## src/rtl/vga_capture.sv

```systemverilog
// vga_capture: sink end of the VGA pixel interface.
// Registers the incoming sync/valid/RGB stream, rebuilds pixel coordinates and
// writes every visible pixel to a frame-buffer port addressed {h[9:0], v[8:0]}.
// Reports frame completion, a captured-frame count and sticky timing errors.
// Optional feature macro: VGA_CAPTURE_CHECKSUM_EN adds a per-frame 32-bit pixel
// checksum output; without it the checksum logic and port are absent.
module vga_capture #(
  parameter int   H_ACTIVE = 640,
  parameter int   V_ACTIVE = 480,
  parameter logic SYNC_POL = 1'b0
) (
  input  logic        clk,
  input  logic        rst,
  input  logic        cap_en,
  input  logic        err_clr,
  input  logic        vga_hsync,
  input  logic        vga_vsync,
  input  logic        vga_valid,
  input  logic [7:0]  vga_r,
  input  logic [7:0]  vga_g,
  input  logic [7:0]  vga_b,
  output logic        wr_en,
  output logic [18:0] wr_addr,
  output logic [23:0] wr_data,
  output logic        frame_done,
  output logic [15:0] frame_cnt,
  output logic        line_err,
  output logic        frame_err,
  output logic        busy
`ifdef VGA_CAPTURE_CHECKSUM_EN
  ,
  output logic [31:0] checksum
`endif
);

  localparam int DATA_W = 24;

  // Capture FSM. S_SKIP is the "frame declined" half of waiting: a frame whose
  // first pixel arrived with cap_en low is ignored until the next vsync.
  localparam logic [1:0] S_HUNT   = 2'd0;
  localparam logic [1:0] S_WAIT   = 2'd1;
  localparam logic [1:0] S_ACTIVE = 2'd2;
  localparam logic [1:0] S_SKIP   = 2'd3;

  localparam logic [10:0] H_MAX = 11'(H_ACTIVE);
  localparam logic [9:0]  V_MAX = 10'(V_ACTIVE);
  // One past the last visible line, so a surplus line is still distinguishable.
  localparam logic [9:0]  V_SAT = 10'(V_ACTIVE + 1);

  // Horizontal position saturates at H_ACTIVE so over-long lines cannot wrap.
  function automatic logic [10:0] h_sat_inc(input logic [10:0] x);
    return (x >= H_MAX) ? x : x + 11'd1;
  endfunction

  // Vertical position saturates one line beyond the visible area.
  function automatic logic [9:0] v_sat_inc(input logic [9:0] x);
    return (x >= V_SAT) ? x : x + 10'd1;
  endfunction

  // ---- stage p0: input register ----
  logic              hs_p0, vs_p0, vld_p0, cap_p0, clr_p0;
  logic [DATA_W-1:0] rgb_p0;
  // ---- stage p1: previous p0 values, used for edge detection ----
  logic              hs_p1, vs_p1, vld_p1;

  logic [1:0]  state;
  logic [10:0] h;
  logic [9:0]  v;

  logic [1:0]  state_nx;
  logic [10:0] h_nx;
  logic [9:0]  v_nx;
  logic        wr_nx;
  logic [18:0] addr_nx;
  logic        done_nx;
  logic        start_nx;
  logic        line_set;
  logic        frame_set;

  logic        hs_edge, vs_edge, vld_fall;

  // Register control inputs; syncs reset to their asserted level so that reset
  // release alone never looks like an assertion edge.
  always_ff @(posedge clk) begin
    if (rst) begin
      hs_p0  <= SYNC_POL;
      vs_p0  <= SYNC_POL;
      vld_p0 <= 1'b0;
      cap_p0 <= 1'b0;
      clr_p0 <= 1'b0;
      hs_p1  <= SYNC_POL;
      vs_p1  <= SYNC_POL;
      vld_p1 <= 1'b0;
    end else begin
      hs_p0  <= vga_hsync;
      vs_p0  <= vga_vsync;
      vld_p0 <= vga_valid;
      cap_p0 <= cap_en;
      clr_p0 <= err_clr;
      hs_p1  <= hs_p0;
      vs_p1  <= vs_p0;
      vld_p1 <= vld_p0;
    end
  end

  // Register the pixel colour alongside vld_p0.
  always_ff @(posedge clk) begin
    rgb_p0 <= {vga_r, vga_g, vga_b};
  end

  assign hs_edge  = (hs_p0 == SYNC_POL) && (hs_p1 != SYNC_POL);
  assign vs_edge  = (vs_p0 == SYNC_POL) && (vs_p1 != SYNC_POL);
  assign vld_fall = vld_p1 && !vld_p0;

  // Next-state, coordinate tracking and write/error decisions for the p0 pixel.
  always_comb begin
    state_nx  = state;
    h_nx      = h;
    v_nx      = v;
    wr_nx     = 1'b0;
    addr_nx   = {h[9:0], v[8:0]};
    done_nx   = 1'b0;
    start_nx  = 1'b0;
    line_set  = 1'b0;
    frame_set = 1'b0;
    case (state)
      S_HUNT: begin
        if (vs_edge) state_nx = S_WAIT;
      end
      S_WAIT: begin
        if (vld_p0) begin
          if (cap_p0) begin
            state_nx = S_ACTIVE;
            start_nx = 1'b1;
            wr_nx    = 1'b1;
            addr_nx  = 19'd0;
            h_nx     = 11'd1;
            v_nx     = 10'd0;
          end else begin
            state_nx = S_SKIP;
          end
        end
      end
      S_SKIP: begin
        if (vs_edge) state_nx = S_WAIT;
      end
      S_ACTIVE: begin
        if (vs_edge) begin
          frame_set = (v != V_MAX);
          done_nx   = 1'b1;
          state_nx  = S_WAIT;
        end else if (vld_p0 && hs_edge) begin
          // Line sync during active video: flag it and start a new line.
          line_set = 1'b1;
          h_nx     = 11'd0;
          v_nx     = v_sat_inc(v);
        end else if (vld_p0) begin
          wr_nx     = (h < H_MAX) && (v < V_MAX);
          line_set  = (h >= H_MAX);
          frame_set = (v >= V_MAX);
          h_nx      = h_sat_inc(h);
        end else if (vld_fall) begin
          line_set = (h != H_MAX);
          h_nx     = 11'd0;
          v_nx     = v_sat_inc(v);
        end
      end
      default: state_nx = S_HUNT;
    endcase
  end

  // ---- output stage: write port, frame status and sticky errors ----
  // Control state and outputs; a new error in the err_clr cycle keeps its flag set.
  always_ff @(posedge clk) begin
    if (rst) begin
      state      <= S_HUNT;
      h          <= 11'd0;
      v          <= 10'd0;
      wr_en      <= 1'b0;
      wr_addr    <= 19'd0;
      wr_data    <= '0;
      frame_done <= 1'b0;
      frame_cnt  <= 16'd0;
      line_err   <= 1'b0;
      frame_err  <= 1'b0;
    end else begin
      state      <= state_nx;
      h          <= h_nx;
      v          <= v_nx;
      wr_en      <= wr_nx;
      frame_done <= done_nx;
      if (wr_nx) begin
        wr_addr <= addr_nx;
        wr_data <= rgb_p0;
      end
      if (done_nx) frame_cnt <= frame_cnt + 16'd1;
      line_err  <= line_set  | (line_err  & ~clr_p0);
      frame_err <= frame_set | (frame_err & ~clr_p0);
    end
  end

  assign busy = (state == S_ACTIVE);

`ifdef VGA_CAPTURE_CHECKSUM_EN
  logic [31:0] acc;

  // Running sum of written pixels, restarted by the first pixel of a frame.
  always_ff @(posedge clk) begin
    if (start_nx)   acc <= {8'h00, rgb_p0};
    else if (wr_nx) acc <= acc + {8'h00, rgb_p0};
  end

  // Publish the frame's sum together with frame_done and hold it until the next.
  always_ff @(posedge clk) begin
    if (rst)          checksum <= 32'd0;
    else if (done_nx) checksum <= acc;
  end
`endif

endmodule

```

## config.mk

```make
export PLATFORM = sky130hd
export DESIGN_NAME = vga_capture
export DESIGN_NICKNAME = d
export VERILOG_FILES = /design/src/rtl/vga_capture.sv
export SDC_FILE = /design/constraint.sdc
export NUM_CORES = 1
export LEC_CHECK = 0
export ABC_AREA = 1
export BUFFER_PORTS_ARGS = -buffer_cell sky130_fd_sc_hd__buf_2
export CAP_MARGIN = 20
export CORE_MARGIN = 2
export CORE_UTILIZATION = 50
export DETAILED_ROUTE_END_ITERATION = 10
export GPL_ROUTABILITY_DRIVEN = 0
export PLACE_DENSITY = 0.8
export RECOVER_POWER = 100
export SETUP_SLACK_MARGIN = 0.1
export SYNTH_ARGS = -nofsm -noshare
export SYNTH_HDL_FRONTEND = slang
export SYNTH_SLANG_ARGS = --single-unit
```

## constraint.sdc

```tcl
create_clock -name clk -period 2.1 [get_ports clk]
set_clock_uncertainty 0.1 [all_clocks]
set_input_delay 0.42 -clock clk [delete_from_list [all_inputs] [get_ports clk]]
set_output_delay 0.42 -clock clk [all_outputs]
set_load 0.02 [all_outputs]
```

==> metrics.txt, run 1 <==
# TYPE chip_impl_metric gauge
chip_impl_info{name="run_status",value="complete, but fails checks"} 1
chip_impl_info{name="failed_checks",value="capacitance limit, slew limit"} 1
chip_impl_metric{name="antenna_violating_nets_post_route",unit=""} 0
chip_impl_metric{name="power.leakage",unit="nW"} 2.76
chip_impl_metric{name="period_minus_slack",unit="ps"} 1970
chip_impl_metric{name="grt_usage",unit="%"} 24.5
chip_impl_metric{name="worst-r2r-setup-slack",unit="ps"} 170
chip_impl_metric{name="post-route-cell-area",unit="µm²"} 6420
chip_impl_metric{name="die-area",unit="µm²"} 10900
chip_impl_metric{name="layout.cells.non_filler",unit=""} 950
chip_impl_metric{name="finalCritPeriodShare",unit="%"} 93.9
chip_impl_metric{name="post_cts_clock_slew_at_the_launch_and_capture_registers_of_the_worst_setup_and_hold_paths",unit="ps"} 60
chip_impl_metric{name="vdd.ir_drop.worst",unit="mV"} 0.586
chip_impl_info{name="launching_element_type_of_the_critical_path",value="flip-flop"} 1
chip_impl_metric{name="floorplan.initialDensity",unit="%"} 51.5
chip_impl_metric{name="antenna_found_initial",unit=""} 0
chip_impl_metric{name="fp.dieH",unit="µm"} 104
chip_impl_info{name="cts_tree",value="built"} 1
chip_impl_metric{name="placementRows",unit=""} 36
chip_impl_metric{name="area_growth",unit="%"} 27.5
chip_impl_metric{name="drc",unit=""} 0
chip_impl_metric{name="clock-sinks",unit=""} 118
chip_impl_metric{name="cts_max_path_buffers",unit=""} 2
chip_impl_metric{name="place_hpwl",unit="µm"} 8110
chip_impl_metric{name="drtPass1Iterations",unit=""} 6
chip_impl_metric{name="drive_above_1_share",unit="%"} 11.8
chip_impl_metric{name="critPathMaxStageDelay",unit="ps"} 340
chip_impl_metric{name="grt.overflow.total",unit=""} 0
chip_impl_metric{name="fmax",unit="GHz"} 0.507
chip_impl_metric{name="cts_buffers",unit=""} 17
chip_impl_metric{name="fillCellCount",unit=""} 807
chip_impl_info{name="holdCritPathClass",value="in2reg"} 1
chip_impl_metric{name="core-area",unit="µm²"} 9770
chip_impl_metric{name="power_per_cell_area",unit="nW/µm²"} 913
chip_impl_info{name="critPathKind",value="reg2out"} 1
chip_impl_metric{name="max_slew_margin",unit="%"} -6.24
chip_impl_metric{name="synth_seq_area_share",unit="%"} 46.9
chip_impl_metric{name="numPlacedInstances",unit=""} 893
chip_impl_metric{name="cts_setup_buffers",unit=""} 0
chip_impl_metric{name="post_drt_wl_per_cell",unit="µm"} 14.2
chip_impl_metric{name="final.hold.worst_slack",unit="ps"} 4.46
chip_impl_metric{name="grt_max_degree",unit=""} 68
chip_impl_metric{name="cp_max_fo",unit=""} 5
chip_impl_info{name="worst_setup_path_end_kind",value="output port"} 1
chip_impl_metric{name="synth_area",unit="µm²"} 5030
chip_impl_metric{name="dieWidth",unit="µm"} 104
chip_impl_metric{name="max_slew.worst_pin.slew",unit="ps"} 1590
chip_impl_metric{name="cap_viol_max_count",unit=""} 1
chip_impl_metric{name="avgViaCountPerCell",unit=""} 5.32
chip_impl_metric{name="final_nets",unit=""} 845
chip_impl_metric{name="place_ws",unit="ps"} 118
chip_impl_metric{name="setup_viol_count_final",unit=""} 0
chip_impl_metric{name="synth.yosys.warnings",unit=""} 0
chip_impl_metric{name="syn_nets",unit=""} 729
chip_impl_metric{name="worst_skew_pair.late_latency",unit="ps"} 520
chip_impl_info{name="path_cells",value="inv_1 -> ha_4 -> buf_4 -> buf_2"} 1
chip_impl_metric{name="critPathArrivalTime",unit="ps"} 1450
chip_impl_metric{name="first_pass_grt_wire_length",unit="µm"} 21900
chip_impl_metric{name="drtIter0Drc",unit=""} 417
chip_impl_metric{name="postPlaceCellArea",unit="µm²"} 5590
chip_impl_metric{name="io_buffers",unit=""} 94
chip_impl_info{name="cts.root.buffer_cell",value="clkbuf_8"} 1
chip_impl_metric{name="via_count_of_the_first_global_routing_pass",unit=""} 4621
chip_impl_metric{name="synth_cell_type_count",unit=""} 33
chip_impl_metric{name="synthCells",unit=""} 689
chip_impl_metric{name="timing.final.ws_setup",unit="ps"} 129
chip_impl_metric{name="clock_tree.htree_level_count",unit=""} 4
chip_impl_metric{name="postSynthRegisterBits",unit=""} 118
chip_impl_metric{name="route.vias.total",unit=""} 5054
chip_impl_metric{name="timing.critical_path.required",unit="ps"} 1580
chip_impl_metric{name="final-hold-violation-count",unit=""} 0
chip_impl_metric{name="detail_route.wirelength",unit="µm"} 13500
chip_impl_metric{name="report.power.total",unit="mW"} 5.86
chip_impl_metric{name="avgSynthCellArea",unit="µm²"} 7.31
chip_impl_metric{name="io_pins",unit=""} 95
chip_impl_metric{name="setup_total_negative_slack",unit="ps"} 0
chip_impl_metric{name="finalMaxSlewViolations",unit=""} 34
chip_impl_info{name="critical_path.slowest_cell",value="dfxtp_1"} 1
chip_impl_info{name="unrepaired_setup_endpoints_after_global_routing",value="yes"} 1
chip_impl_metric{name="finish.utilization",unit="%"} 65.7
chip_impl_metric{name="antennaDiodeCount",unit=""} 0
-- cell usage after synthesis --
| master | count | area (µm²) |
|---|---|---|
| nand2_1 | 150 | 563 |
| dfxtp_1 | 118 | 2360 |
| nor2_1 | 85 | 319 |
| nand3_1 | 81 | 405 |
| inv_1 | 77 | 289 |
| a21oi_1 | 52 | 260 |
| nand4_1 | 27 | 169 |
| clkbuf_1 | 19 | 71.3 |
| nor3_1 | 11 | 55.1 |
| ha_1 | 9 | 113 |
| o21ai_0 | 8 | 40.0 |
| buf_2 | 6 | 30.0 |
| buf_6 | 5 | 56.3 |
| inv_2 | 5 | 18.8 |
| nand2_2 | 5 | 31.3 |
| xor2_1 | 5 | 43.8 |
| nor2_2 | 4 | 25.0 |
| buf_1 | 2 | 7.51 |
| buf_4 | 2 | 15.0 |
| clkinv_1 | 2 | 7.51 |
| nand2_4 | 2 | 22.5 |
| nor2_4 | 2 | 22.5 |
| nor3b_1 | 2 | 15.0 |
| a22oi_1 | 1 | 7.51 |
| a31oi_1 | 1 | 6.26 |
| and2_1 | 1 | 6.26 |
| nand3_2 | 1 | 10.0 |
| nand3_4 | 1 | 17.5 |
| o21a_1 | 1 | 7.51 |
| o21ai_1 | 1 | 5.00 |
| o21ai_4 | 1 | 16.3 |
| or2_2 | 1 | 6.26 |
| xnor2_1 | 1 | 8.76 |
-- path summary, 6_finish.rpt --
path	from	endpoint	cells after the start
worst max register to register	v[5]	wr_data[0]	8
worst min register to register	vs_p0	vs_p1	2
worst max-delay path	state[0]	busy	4
worst min-delay path	vga_valid	vld_p0	3
-- power by group --
group | internal, mW | switching, mW | leakage (nW)
sequential | 2.30 | 0.0565 | 0.963
clock | 1.93 | 1.09 | 0.292
combinational | 0.163 | 0.315 | 1.50
total | 4.40 | 1.46 | 2.76
-- cell usage in the layout (no fill, tap or decap), drive strengths merged --
master	count
and2	1
o21a	1
or2	1
nor3	11
nor3b	2
clkbuf	84
inv	87
clkinv	4
dlygate4sd3	25
ha	9
nor2	91
bufinv	4
xnor2	1
clkinvlp	3
buf	39
o21ai	10
nand2	157
xor2	5
a22oi	1
nand3	83
a31oi	1
dfxtp	118
nand4	27
a21oi	52
-- kinds of logic (layout without fill, tap and decap cells) --
family          after synthesis  count (layout)  synth area share, %
simple gates                373             373                 33.1
flops                       118             118                 46.9
buf+inv                     118             246                 9.84
compound gates               65              65                 6.81
fa+ha+maj                     9               9                 2.24
xor+xnor                      6               6                 1.04
-- layer usage --
layer  track usage [%]  share of wire [%]  vias up
met5                 0                  0        -
met4              10.2                3.1        0
met3              6.08                7.1       52
met2              41.6                 50      250
met1              29.4                 39     2317
li1                  -                  -     2435
-- sequential cells by signal, summed over array words and instances (netlist names), 2 cells and up --
signal     count
wr_addr       19
state          2
rgb_p0        24
frame_cnt     16
wr_data       24
h             11
v             10
-- critical path, delay by kind of cell (launching register included) --
family / cells / cell delay, ps
DFF: 1 / 340
adders and majority gates: 1 / 190
buffers and inverters: 3 / 400
-- cell type report --
class,instances,area (µm²),area share [%]
Tap cell,133,166,2.59
Sequential cell,118,2360,36.8
Multi-Input combinational cell,453,2190,34.2
Timing Repair Buffer,131,763,11.9
Clock inverter,14,200,3.12
Inverter,84,318,4.95
Clock buffer,17,414,6.45
-- what timing repair did --
item                                   CTS  global route
setup endpoints to repair                3            37
resized for setup                        1             7
cloned                                   0             1
hold buffers                            25             0
endpoints found under the hold margin   25             0
No activity file was read; power rests on OpenSTA's default activity.
==> run 2, diff against run 1 <==
--- a/config.mk
+++ b/config.mk
@@ -12,8 +12,8 @@
 export CORE_UTILIZATION = 50
 export DETAILED_ROUTE_END_ITERATION = 10
 export GPL_ROUTABILITY_DRIVEN = 0
+export HOLD_SLACK_MARGIN = 0.05
 export PLACE_DENSITY = 0.8
-export RECOVER_POWER = 100
 export SETUP_SLACK_MARGIN = 0.1
 export SYNTH_ARGS = -nofsm -noshare
 export SYNTH_HDL_FRONTEND = slang
==> metrics.txt, run 2 (synthesis results as in run 1) <==
# TYPE chip_impl_metric gauge
chip_impl_metric{name="met1_usage",unit="%"} 29.4
chip_impl_metric{name="post-route-cell-area",unit="µm²"} 6550
chip_impl_metric{name="post_drt_wl_per_cell",unit="µm"} 14.3
chip_impl_metric{name="place_ws",unit="ps"} 118
chip_impl_metric{name="seqPwrFrac",unit="%"} 40.1
chip_impl_metric{name="avgViaCountPerCell",unit=""} 5.32
chip_impl_info{name="cts.root.buffer_cell",value="clkbuf_8"} 1
chip_impl_metric{name="postPlaceCellArea",unit="µm²"} 5590
chip_impl_info{name="critical_path.slowest_cell",value="dfxtp_1"} 1
chip_impl_metric{name="power_per_cell_area",unit="nW/µm²"} 897
chip_impl_metric{name="power.clock.fraction",unit="%"} 51.6
chip_impl_info{name="cts_tree",value="built"} 1
chip_impl_metric{name="drive_above_1_share",unit="%"} 19.9
chip_impl_metric{name="area_growth",unit="%"} 30.1
chip_impl_metric{name="layout.cells.non_filler",unit=""} 954
chip_impl_metric{name="internal-power",unit="mW"} 4.41
chip_impl_info{name="worst_setup_path_end_kind",value="output port"} 1
chip_impl_metric{name="antennaDiodeCount",unit=""} 0
chip_impl_metric{name="core-area",unit="µm²"} 9770
chip_impl_metric{name="depth_of_the_most_critical_reg_to_reg_path",unit=""} 10
chip_impl_metric{name="cp_max_fo",unit=""} 5
chip_impl_info{name="grt_busiest_layer",value="met2"} 1
chip_impl_metric{name="grt_max_degree",unit=""} 68
chip_impl_metric{name="report.power.total",unit="mW"} 5.87
chip_impl_metric{name="route.vias.total",unit=""} 5078
chip_impl_metric{name="placementRows",unit=""} 36
chip_impl_metric{name="drtIter0Drc",unit=""} 410
chip_impl_metric{name="worst_skew_pair.late_latency",unit="ps"} 520
chip_impl_metric{name="period_minus_slack",unit="ps"} 1970
chip_impl_metric{name="post_cts_clock_slew_at_the_launch_and_capture_registers_of_the_worst_setup_and_hold_paths",unit="ps"} 60
chip_impl_metric{name="power_switching_share",unit="%"} 25.0
chip_impl_metric{name="antenna_violating_nets_post_route",unit=""} 0
chip_impl_metric{name="clock-sinks",unit=""} 118
chip_impl_metric{name="timing.critical_path.required",unit="ps"} 1580
chip_impl_metric{name="fillCellCount",unit=""} 765
chip_impl_metric{name="final_nets",unit=""} 849
chip_impl_metric{name="hold_path_depth",unit=""} 4
chip_impl_metric{name="final-hold-violation-count",unit=""} 0
chip_impl_metric{name="met3_usage",unit="%"} 6.08
chip_impl_info{name="unrepaired_setup_endpoints_after_global_routing",value="yes"} 1
chip_impl_metric{name="grt.overflow.total",unit=""} 0
chip_impl_metric{name="power.switching",unit="mW"} 1.47
chip_impl_metric{name="power.share.combinational",unit="%"} 8.3
chip_impl_metric{name="finish.utilization",unit="%"} 67.0
chip_impl_metric{name="drtPass1Iterations",unit=""} 5
chip_impl_info{name="run_status",value="finished, final reports clean"} 1
chip_impl_metric{name="worst-r2r-setup-slack",unit="ps"} 200
chip_impl_metric{name="io_pins",unit=""} 95
chip_impl_metric{name="io_buffers",unit=""} 94
chip_impl_metric{name="setup_total_negative_slack",unit="ps"} 0
chip_impl_info{name="min_to",value="state[0]"} 1
chip_impl_info{name="r2r_end",value="wr_data[13]"} 1
chip_impl_info{name="critPathKind",value="reg2out"} 1
chip_impl_info{name="hold_path.startpoint",value="rst"} 1
chip_impl_metric{name="die-area",unit="µm²"} 10900
chip_impl_metric{name="max_slew_margin",unit="%"} 73.4
chip_impl_metric{name="fmax",unit="GHz"} 0.508
chip_impl_metric{name="vdd.ir_drop.worst",unit="mV"} 0.585
chip_impl_metric{name="grt_usage",unit="%"} 24.5
chip_impl_metric{name="finalCritPeriodShare",unit="%"} 93.7
chip_impl_metric{name="setup_viol_count_final",unit=""} 0
chip_impl_metric{name="fp.dieH",unit="µm"} 104
chip_impl_metric{name="via_count_of_the_first_global_routing_pass",unit=""} 4639
chip_impl_metric{name="numPlacedInstances",unit=""} 893
chip_impl_metric{name="floorplan.initialDensity",unit="%"} 51.5
chip_impl_info{name="holdCritPathClass",value="in2reg"} 1
chip_impl_info{name="layout_common_cells",value="nand2_1 (150), dfxtp_1 (117), buf_2 (94), nor2_1 (84), nand3_1 (81)"} 1
chip_impl_info{name="launching_point_of_the_worst_reg2reg_path",value="state[0]"} 1
chip_impl_metric{name="critPathArrivalTime",unit="ps"} 1450
chip_impl_metric{name="place_hpwl",unit="µm"} 8110
chip_impl_metric{name="drc",unit=""} 0
chip_impl_metric{name="max_slew.worst_pin.slew",unit="ps"} 396
chip_impl_metric{name="cts_buffers",unit=""} 17
chip_impl_metric{name="final.hold.worst_slack",unit="ps"} 165
chip_impl_metric{name="first_pass_grt_wire_length",unit="µm"} 21900
chip_impl_info{name="biggestRegsByFlops",value="rgb_p0 x24, wr_data x24, wr_addr x19"} 1
chip_impl_metric{name="dieWidth",unit="µm"} 104
chip_impl_metric{name="gr-usage-met2",unit="%"} 41.8
chip_impl_metric{name="clock_tree.htree_level_count",unit=""} 4
chip_impl_metric{name="detail_route.wirelength",unit="µm"} 13600
chip_impl_metric{name="finalMaxSlewViolations",unit=""} 0
chip_impl_info{name="final_common_cell",value="nand2_1"} 1
chip_impl_metric{name="power.leakage",unit="nW"} 3.06
chip_impl_metric{name="timing.final.ws_setup",unit="ps"} 132
chip_impl_metric{name="critPathMaxStageDelay",unit="ps"} 340
chip_impl_metric{name="cts_max_path_buffers",unit=""} 2
chip_impl_info{name="path_cells",value="inv_1 -> ha_4 -> buf_4 -> buf_2"} 1
chip_impl_info{name="launching_element_type_of_the_critical_path",value="flip-flop"} 1
chip_impl_metric{name="cts_setup_buffers",unit=""} 0
chip_impl_metric{name="cap_viol_max_count",unit=""} 0
chip_impl_metric{name="antenna_found_initial",unit=""} 0
-- run 2: changes by cell type in the layout (fill, tap and decap cells not counted), sizes merged --
cell,previous run,this run
clkbuf,84,18
buf,39,105
dlygate4sd3,25,29
-- run 2: worst max path at each step --
stage                         from  slack (ps)  cells past startpoint             to
final                     state[0]         130                      4           busy
after global routing      state[1]          70                     12           h[2]
after CTS                 state[0]         120                      4           busy
after detailed placement  state[0]         120                     11           v[0]
after global placement    state[0]         240                     11           v[2]
after floorplan           state[0]         250                     12  frame_cnt[14]
-- run 2: per-layer routing --
| layer | up-vias | wire length, µm |
|---|---|---|
| met1 | 2315 | 5340 |
| met2 | 268 | 6820 |
| met3 | 53 | 1000 |
| met4 | 0 | 442 |
| li1 | 2442 | - |
| met5 | - | 0 |
-- run 2: layout make-up --
type	count	area (µm²)	share of cell area (%)
Clock inverter	14	200	3.06
Tap cell	133	166	2.54
Inverter	84	318	4.85
Sequential cell	118	2360	36.1
Multi-Input combinational cell	453	2200	33.5
Timing Repair Buffer	135	888	13.6
Clock buffer	17	414	6.33
-- run 2: repair_timing --
action / CTS / global route
endpoints found under the setup margin: 3 / 37
cloned: 0 / 1
hold endpoints to repair: 29 / 0
gates resized for setup: 1 / 7
pin swaps: 0 / 0
hold buffers: 29 / 0
-- run 2: power groups by stage --
stage,Sequential [mW],Combinational (mW),Clock [mW]
floorplan,2.38,0.323,0
global placement,2.40,0.401,0
detailed placement,2.40,0.415,0
CTS,2.35,0.460,3.03
global route,2.36,0.539,3.17
finish,2.36,0.486,3.03
-- run 2: worst max-delay path, delay by kind of cell, from the launching register on --
family,cells,cell delay [ps]
buffers and inverters,3,400
adders and majority gates,1,190
DFF,1,340
